`config.mk`:
```
export PLATFORM = sky130hd
export DESIGN_NAME = bcd_disp_counter
export DESIGN_NICKNAME = d
export VERILOG_FILES = /design/src/rtl/bcd_disp_counter.sv
export SDC_FILE = /design/constraint.sdc
export NUM_CORES = 1
export LEC_CHECK = 0
export ABC_AREA = 1
export BUFFER_PORTS_ARGS = -buffer_cell sky130_fd_sc_hd__buf_2
export CAP_MARGIN = 25
export CELL_PAD_IN_SITES_DETAIL_PLACEMENT = 1
export CELL_PAD_IN_SITES_GLOBAL_PLACEMENT = 2
export CORE_MARGIN = 4
export CORE_UTILIZATION = 33
export CTS_CLUSTER_SIZE = 12
export DETAILED_ROUTE_END_ITERATION = 10
export PLACE_DENSITY_LB_ADDON = 0.3
export SLEW_MARGIN = 25
export SYNTH_ARGS = -nofsm -noshare
export SYNTH_HDL_FRONTEND = slang
export SYNTH_SLANG_ARGS = --single-unit
```
`constraint.sdc`:
```
create_clock -name Clk -period 2.1 [get_ports Clk]
set_input_delay 0.21 -clock Clk [delete_from_list [all_inputs] [get_ports Clk]]
set_output_delay 0.21 -clock Clk [all_outputs]
set_load 0.03 [all_outputs]
```
`src/rtl/bcd_disp_counter.sv`:
```
// bcd_disp_counter: 4-digit BCD up/down counter with count/scan prescalers feeding an LED scanner.
// Define LZB_EN to build registered leading-zero blanking; otherwise Dig_blank is tied to 4'b0000.
module bcd_disp_counter #(
    parameter int CNT_DIV  = 50000000,
    parameter int SCAN_DIV = 50000
) (
    input  logic        Clk,
    input  logic        Reset,
    input  logic        En,
    input  logic        Up,
    input  logic        Load,
    input  logic [15:0] Load_dat,
    output logic [15:0] Dig_dat,
    output logic [3:0]  Dig_blank,
    output logic        Scan_tick,
    output logic        Carry
);
    localparam int CW = $clog2(CNT_DIV);
    localparam int SW = $clog2(SCAN_DIV);
    logic [CW-1:0] cnt_q, cnt_d;
    logic [SW-1:0] scan_q, scan_d;
    logic [15:0]   dig_q, dig_d, stp_d, ld_d;
    logic          carry_q, carry_d, tick_q, tick_d, step, wrap;
    // wrap ripples through the digits: it stays set while every lower digit rolled over
    always_comb begin
        wrap = 1'b1;
        stp_d = dig_q;
        ld_d = Load_dat;
        for (int i = 0; i < 4; i++) begin
            ld_d[4*i+:4] = Load_dat[4*i+:4] > 4'd9 ? 4'd0 : Load_dat[4*i+:4];
            if (wrap) begin
                stp_d[4*i+:4] = Up ? (dig_q[4*i+:4] == 4'd9 ? 4'd0 : dig_q[4*i+:4] + 4'd1)
                                   : (dig_q[4*i+:4] == 4'd0 ? 4'd9 : dig_q[4*i+:4] - 4'd1);
                wrap = dig_q[4*i+:4] == (Up ? 4'd9 : 4'd0);
            end
        end
    end
    always_comb begin
        scan_d = scan_q == SW'(SCAN_DIV - 1) ? '0 : scan_q + SW'(1);
        tick_d = scan_d == SW'(SCAN_DIV - 1);
        step = En && cnt_q == CW'(CNT_DIV - 1);
        cnt_d = (Load || step) ? '0 : En ? cnt_q + CW'(1) : cnt_q;
        dig_d = Load ? ld_d : step ? stp_d : dig_q;
        carry_d = !Load && step && wrap;
    end
    always_ff @(posedge Clk or posedge Reset) begin
        if (Reset) begin
            cnt_q <= '0;
            scan_q <= '0;
            dig_q <= '0;
            carry_q <= 1'b0;
            tick_q <= 1'b0;
        end else begin
            cnt_q <= cnt_d;
            scan_q <= scan_d;
            dig_q <= dig_d;
            carry_q <= carry_d;
            tick_q <= tick_d;
        end
    end
    assign Dig_dat = dig_q;
    assign Carry = carry_q;
    assign Scan_tick = tick_q;
`ifdef LZB_EN
    logic [3:0] blank_q, blank_d;
    // derived from dig_d so the mask lands on the same edge as the digits
    always_comb blank_d = {dig_d[15:12] == 4'd0, dig_d[15:8] == 8'd0, dig_d[15:4] == 12'd0, 1'b0};
    always_ff @(posedge Clk or posedge Reset) begin
        if (Reset) blank_q <= 4'b1110;
        else blank_q <= blank_d;
    end
    assign Dig_blank = blank_q;
`else
    assign Dig_blank = 4'b0000;
`endif
endmodule

```
# After elaboration in Yosys (flattened, before gate mapping)
# Cells that the tools add are included.
[totals]
ff_bits = 60
in_bits = 21
out_inout_bits = 22
elab_cells = 78
[classes]
n_addsub = 10
n_lt_le_gt_ge = 4
n_eq_ne = 11
n_mux = 28
reduce_logical = 17
[op_table]
columns = ["op", "n"]
rows = [
  ["$mux 4", 20],
  ["$mux 26", 2],
  ["$mux 16", 3],
  ["$eq 16x16->1 const B", 2],
  ["$add 26x1->26 const B", 1],
  ["$eq 26x26->1 const B", 1],
  ["$add 16x1->16 const B", 1],
  ["$add 4x1->4 const B", 4],
  ["$eq 4x4->1", 4],
  ["$eq 4x4->1 const B", 4],
  ["$gt 4x4->1 const B", 4],
  ["$logic_not 4->1", 4],
  ["$sub 4x1->4 const B", 4],
  ["$reduce_bool 2->1", 5],
  ["$reduce_and 2->1", 3],
  ["$logic_and 1x1->1", 3],
  ["$mux 1", 3],
  ["$logic_not 1->1", 1],
  ["$logic_or 1x1->1", 1],
]

# Longest topological paths before layout
# Gate-level depths: netlist of the first run.
[depth]
depth_word = 7
mapped_depth = 11
mapped_depth_nobuf = 11

# Worst setup path after synthesis of the first run
# Ideal clock, no wire load.
[synth_path]
kind = "reg-to-reg"
from = "register dig_q[4] (netlist: Dig_dat[4])"
to = "register dig_q[15] (netlist: Dig_dat[15])"
setup_ns = 0.118
arrival_ns = 1.510
required_time_ns = 1.982
setup_slack_ns = 0.472
stages_incl_launch_ff = 11
path_buffers = 0
period_less_slack_ns = 1.628
path_cell_list = "dfrtp_1 > nor2_2 > nand2_1 > o21ai_1 > inv_1 > nor2_1 > nand3_1 > nand2_1 > nand2_2 > nand2_1 > nand2_1"
[synth_via]
elab_chain_cells = 5
[synth_lines]
columns = ["item", "line", "source"]
rows = [
  ["from (decl)", "22", "logic [15:0] dig_q, dig_d, stp_d, ld_d;"],
  ["from (signal assigned)", "56", "dig_q <= dig_d;"],
  ["$eq 4x4->1", "34", "wrap = dig_q[4*i+:4] == (Up ? 4'd9 : 4'd0);"],
  ["$mux 1 (2 in series)", "31", "if (wrap) begin"],
  ["$reduce_bool 2->1 (no source line)", "--", ""],
  ["$reduce_and 2->1 (no source line)", "--", ""],
]
# Every way passes these cells.
# A chain may end at the register's enable or synchronous reset.

# Worst setup path after layout of the first run
[layout_path]
from = "register cnt_q[0]"
to = "register dig_q[15] (netlist: Dig_dat[15])"
[layout_via]
elab_chain_cells = 4
[layout_lines]
columns = ["item", "line", "source"]
rows = [
  ["from (decl)", "20", "logic [CW-1:0] cnt_q, cnt_d;"],
  ["from (signal assigned)", "54", "cnt_q <= cnt_d;"],
  ["$eq 26x26->1", "41", "step = En && cnt_q == CW'(CNT_DIV - 1);"],
  ["$logic_and 1x1->1", "41", ""],
  ["$reduce_bool 2->1 (no source line)", "--", ""],
  ["$reduce_and 2->1 (no source line)", "--", ""],
]
# Every way passes these cells.

==> results of run 1 <==
sequential cells by signal, indices dropped and copies added (netlist names):
name and cells:
Carry 1, Dig_dat 16, cnt_q 26, Scan_tick 1
scan_q 16
cell families (layout without fill, tap and decap cells):
| kind of cell | count (synthesis) | after routing | synth area share |
|---|---|---|---|
| AOI/OAI and AO/OA | 62 | 62 | 0.0847 |
| DFF | 60 | 60 | 0.365 |
| xor gates and xnor gates | 20 | 20 | 0.0425 |
| buffers and inverters | 101 | 150 | 0.102 |
| adders and majority gates | 2 | 2 | 0.00607 |
| other | 1 | 4 | 0.000910 |
| and+or+nand+nor | 382 | 382 | 0.399 |
final timing paths:
kind | end | slack (ns) | start
hold / removal | Dig_dat[0] | 0.20 | Load_dat[0]
setup reg to reg | Dig_dat[15] | 0.14 | cnt_q[0]
setup / recovery | Dig_dat[15] | 0.14 | cnt_q[0]
max in group asynchronous | Dig_dat[9] | 1.15 | Reset
min in group asynchronous | scan_q[4] | 0.38 | Reset
hold reg to reg | scan_q[0] | 0.50 | scan_q[0]
power groups by stage:
stage                     clock network, mW  logic [mW]  registers, mW
after floorplan                           0       0.410           1.40
after global placement                    0       0.692           1.32
after detailed placement                  0       0.710           1.32
after CTS                              1.65       0.716           1.30
after global routing                   1.69       0.794           1.31
final                                  1.60       0.709           1.30
worst reg2reg max path: stages, from the launching register on:
cell     delay (ns)
dfrtp_1        0.38
ha_1           0.23
nand3_2        0.12
nor2_4         0.14
nand2_2        0.09
nor2_4         0.15
nand2_1        0.11
nand2_2        0.19
buf_12         0.20
nand2_2        0.10
nand2_1        0.08
nand2_1        0.06
synth_stat cells, drive strengths merged:
cell	n	area, um^2
nand3	67	345
xnor2	2	17.5
nand4	8	50.1
a211oi	2	15.0
nand2	189	722
and3	1	6.26
nor3	13	80.1
o21ai	32	160
buf	11	80.1
o211ai	6	50.1
a21o	1	7.51
inv	84	318
o21bai	2	15.0
nand3b	2	15.0
or2	1	6.26
o21a	1	7.51
dfrtp	60	1500
a31oi	3	18.8
ha	2	25.0
a21oi	15	75.1
nor4	1	6.26
clkbuf	5	18.8
nor2	100	413
xor2	18	158
clkinv	1	3.75
conb	1	3.75
layout make-up:
cell class | instances | area share
tap | 168 | 0.0432
inverter | 85 | 0.0662
sequential | 60 | 0.309
clock buffer | 12 | 0.0507
clock inverter | 4 | 0.0149
multi-input combinational | 470 | 0.454
timing repair buffer | 49 | 0.0618
metrics by stage:
step           power, mW  utilization  cells  setup slack, ns  hold slack, ns
6_report            3.61        0.401    848            0.141           0.198
3_3_place_gp        2.01        0.374    831            0.270           0.181
2_1_floorplan       1.81            -    631            0.405           0.389
3_5_place_dp        2.03        0.374    831            0.143           0.178
5_1_grt             3.80        0.401    848          0.00149           0.214
4_1_cts             3.66        0.401    848            0.134           0.193
per-layer routing:
| metal | wire length, um | vias to the layer above | track usage |
|---|---|---|---|
| met5 | 0 | - | 0 |
| met4 | 190 | 0 | 0.0480 |
| li1 | - | 2071 | - |
| met1 | 5610 | 2024 | 0.216 |
| met2 | 6130 | 42 | 0.310 |
| met3 | 295 | 14 | 0.0419 |
placed cells by master, fill, tap and decap left out, drive strengths merged, types with 2 or more instances in the layout:
cell and n:
a211oi 2, a21oi 15, a31oi 3, buf 48, bufinv 2, clkbuf 12
clkinv 2, conb 4, dfrtp 60, ha 2, inv 84, nand2 189
nand3 67, nand3b 2, nand4 8, nor2 100, nor3 13, o211ai 6
o21ai 32, o21bai 2, xnor2 2, xor2 18
repair_timing:
item                      CTS  global route
gates resized for setup     0             0
hold buffers                1             0
hold endpoints to repair   10             0
==> flow_metrics.env, run 1 <==
export IMPL_status="finished clean"
export IMPL_grt_pass1_wl_um=20500
export IMPL_seq_area_um2=1500
export IMPL_dpl_cell_area_um2=4530
export IMPL_hold_depth=3
export IMPL_clkLatencyLatePin_ns=0.33
export IMPL_p_per_area_nw_per_um2=742
export IMPL_p_int_mw=2.50
export IMPL_p_seq_frac=0.360
export IMPL_skew_ns=0.00221
export IMPL_max_slew_margin=0.664
export IMPL_rows=40
export IMPL_power_static_leakage_nw=2.36
export IMPL_syn_inst=628
export IMPL_die_x_um=120
export IMPL_ys_seq_area_frac=0.365
export IMPL_vias=4151
export IMPL_cts_root_buf="clkbuf_16"
export IMPL_postCtsSetupRepairBufs=0
export IMPL_clock_power_share=0.443
export IMPL_hp_class="in2reg"
export IMPL_ys_types=37
export IMPL_synth_seq_cells=60
export IMPL_p_sw_mw=1.11
export IMPL_drcViolationCount=0
export IMPL_num_antenna_cells=0
export IMPL_cts_sinks=60
export IMPL_setup_tns_ns=0
export IMPL_hold_viol=0
export IMPL_start_kind="register"
export IMPL_ios=43
export IMPL_final_nets=698
export IMPL_numCtsBuffers=9
export IMPL_max_freq_mhz=511
export IMPL_p_comb_frac=0.196
export IMPL_max_stage_delay_ns=0.38
export IMPL_dieHeight_um=120
export IMPL_critical_path_class="reg2reg"
export IMPL_grt_pass1_vias=4378
export IMPL_avgSynthCellArea_um2=6.56
export IMPL_syn_to_final_growth_pct=18.0
export IMPL_grt_overflow=0
export IMPL_cp_top_family="simple AND/OR/NAND/NOR gates"
export IMPL_worst_path_max_delay_cell="dfrtp_1"
export IMPL_crit_chain="ha_1, nand3_2, nor2_4, nand2_2, nor2_4, nand2_1, nand2_2, buf_12, nand2_2, nand2_1, nand2_1"
export IMPL_grt_setup_unrepaired="false"
export IMPL_grt_total_usage=0.177
export IMPL_cts_tree="done"
export IMPL_peakVddDrop_mv=0.402
export IMPL_multi_input_area_um2=2210
export IMPL_crit_buf_inv=1
export IMPL_viasPerCell=4.90
export IMPL_cts_htree_levels=3
export IMPL_start_util=0.340
export IMPL_slew_viol_final=0
export IMPL_nFillCells=1587
export IMPL_drt_wl_total_um=12200
export IMPL_drive_gt1_frac=0.128
export IMPL_drt_wirelength_per_cell_um=14.4
export IMPL_cp_arrival_ns=2.17
export IMPL_syn_area_um2=4120
export IMPL_ant_nets=0
export IMPL_clk_transition_reported_paths_ns=0.05
export IMPL_dieArea_um2=14300
export IMPL_initialDrtViolationCount=197
export IMPL_tightest_slew_ns=0.500
export IMPL_required_ns=2.32
export IMPL_coreArea_um2=12100
export IMPL_yosys_warnings=0
export IMPL_dr_pass1_iters=4
export IMPL_dp_hpwl_um=9440
export IMPL_fin_crit_sh=0.933
export IMPL_finalInstanceArea_um2=4860
export IMPL_antenna_found_initial=0
export IMPL_cp_max_fo=24
export IMPL_worstRegToRegCells=11
export IMPL_clockBufferDepth=2
export IMPL_cp_num_cells=11
export IMPL_cap_violations=0
export IMPL_gp_congestion=0.830
export IMPL_grt_max_degree=31
export IMPL_finalCriticalPeriod_ns=1.96
export IMPL_swShare=0.307
export IMPL_setup_viol=0
export IMPL_setup_worst_path_end_class="register"
export IMPL_portBuffers=38
Power figures use the tool's default switching activity.
==> inputs of run 2 (changes only) <==
- CELL_PAD_IN_SITES_DETAIL_PLACEMENT: 1 -> 0
==> run 2 against run 1 <==
Combinational power fell by 3%; register-to-register slack improved by 0.09 ns; non-clock buffer count did not move; via count fell by 3.5%; flip-flop and latch count did not move; clock skew rose by 0.0025 ns; global-route usage fell by 1.8 points; critical path depth did not move; core utilization fell by 0.40 points; critical path type unchanged; largest cell class unchanged; largest power group unchanged.
==> flow_metrics.env, run 2 (synthesis results as in run 1) <==
export IMPL_top_register="cnt_q"
export IMPL_drive_gt1_frac=0.129
export IMPL_grt_max_degree=31
export IMPL_initialDrtViolationCount=207
export IMPL_ios=43
export IMPL_grt_pass1_vias=3811
export IMPL_start_util=0.340
export IMPL_peakVddDrop_mv=0.329
export IMPL_gp_congestion=0.830
export IMPL_start_kind="register"
export IMPL_finalCriticalPeriod_ns=1.87
export IMPL_setup_worst_path_end_class="register"
export IMPL_cts_root_buf="clkbuf_16"
export IMPL_fin_crit_sh=0.891
export IMPL_power_static_leakage_nw=2.35
export IMPL_worst_path_max_delay_cell="dfrtp_1"
export IMPL_hp_class="in2reg"
export IMPL_dp_hpwl_um=8360
export IMPL_setup_viol=0
export IMPL_dpl_cell_area_um2=4530
export IMPL_max_stage_delay_ns=0.37
export IMPL_dr_pass1_iters=4
export IMPL_hold_viol=0
export IMPL_slew_viol_final=0
export IMPL_viasPerCell=4.72
export IMPL_coreArea_um2=12100
export IMPL_vias=4004
export IMPL_num_antenna_cells=0
export IMPL_required_ns=2.31
export IMPL_cts_resized=0
export IMPL_finalInstanceArea_um2=4810
export IMPL_grt_total_usage=0.158
export IMPL_antenna_found_initial=0
export IMPL_cap_violations=0
export IMPL_largest_reg_flops=26
export IMPL_drt_wirelength_per_cell_um=12.8
export IMPL_cp_arrival_ns=2.08
export IMPL_numCtsBuffers=9
export IMPL_crit_chain="ha_1, nand3_2, nor2_4, nand2_2, nor2_4, nand2_1, nand2_2, buf_12, nand2_2, nand2_1, nand2_1"
export IMPL_clkLatencyLatePin_ns=0.33
export IMPL_clockBufferDepth=2
export IMPL_dieArea_um2=14300
export IMPL_final_cells=848
export IMPL_nFillCells=1309
export IMPL_drcViolationCount=0
export IMPL_p_per_area_nw_per_um2=691
export IMPL_grt_overflow=0
export IMPL_layout_commonest_cell="nand2_1"
export IMPL_clk_transition_reported_paths_ns=0.05
export IMPL_dieHeight_um=120
export IMPL_layout_common_cells="nand2_1 (184), nor2_1 (91), inv_1 (80)"
export IMPL_status="finished clean"
export IMPL_grt_setup_unrepaired="false"
export IMPL_utilization=0.397
export IMPL_skew_ns=0.00468
export IMPL_dpl_cell_count=831
export IMPL_setup_tns_ns=0
export IMPL_cts_htree_levels=3
export IMPL_grt_pass1_wl_um=18400
export IMPL_max_freq_mhz=534
export IMPL_die_x_um=120
export IMPL_final_nets=698
export IMPL_portBuffers=38
export IMPL_cts_sinks=60
export IMPL_cp_max_fo=24
export IMPL_hold_ws_ns=0.180
export IMPL_critical_path_class="reg2reg"
export IMPL_rows=40
export IMPL_drt_wl_total_um=10800
export IMPL_syn_to_final_growth_pct=16.8
export IMPL_cts_tree="done"
export IMPL_ant_nets=0
==> run 2: per-stage QoR <==
step	setup slack (ns)	power [mW]
after CTS	0.202	3.37
after floorplan	0.405	1.81
after global placement	0.270	2.01
after global routing	0.0707	3.52
after detailed placement	0.220	2.01
final	0.229	3.33
==> run 2: per-layer routing <==
layer | global-route usage | share of wire | up-vias
met1 | 0.214 | 0.49 | 1858
met4 | 0.0558 | 0.017 | 0
met5 | 0 | 0 | -
met2 | 0.253 | 0.47 | 56
met3 | 0.0297 | 0.031 | 16
li1 | - | - | 2074
==> run 2: report_power, final <==
group	switching [mW]	leakage, nW	internal, mW	total, mW
logic	0.469	1.41	0.220	0.690
clock network	0.516	0.135	0.821	1.34
registers	0.0882	0.804	1.21	1.30
total	1.07	2.35	2.25	3.33
==> run 2: final cells by class <==
type | instances | area, um^2 | area share
multi-input combinational | 470 | 2210 | 0.459
sequential | 60 | 1500 | 0.312
inverter | 85 | 322 | 0.0668
timing repair buffer | 49 | 300 | 0.0624
clock buffer | 11 | 243 | 0.0504
tap | 168 | 210 | 0.0437
clock inverter | 5 | 27.5 | 0.00572
==> run 2: worst paths after layout <==
path	from	end	slack, ns	depth (start not counted)
min reg2reg	scan_q[0]	scan_q[0]	0.49	1
min in group asynchronous	Reset	scan_q[8]	0.38	3
max	cnt_q[0]	Dig_dat[13]	0.23	11
max reg2reg	cnt_q[0]	Dig_dat[13]	0.23	11
max in group asynchronous	Reset	Dig_dat[11]	1.14	4
min	Load_dat[0]	Dig_dat[0]	0.18	3
==> run 2: timing repair <==
item,in CTS,in global routing
setup buffers,0,0
hold buffers,1,0
hold endpoints to repair,10,0
==> run 2: critical path, delay by kind of cell, from the launching register on <==
family                     cells  cell delay, ns
adders and majority gates      1            0.21
DFF                            1            0.37
and+or+nand+nor                9            0.97
buffers and inverters          1            0.20
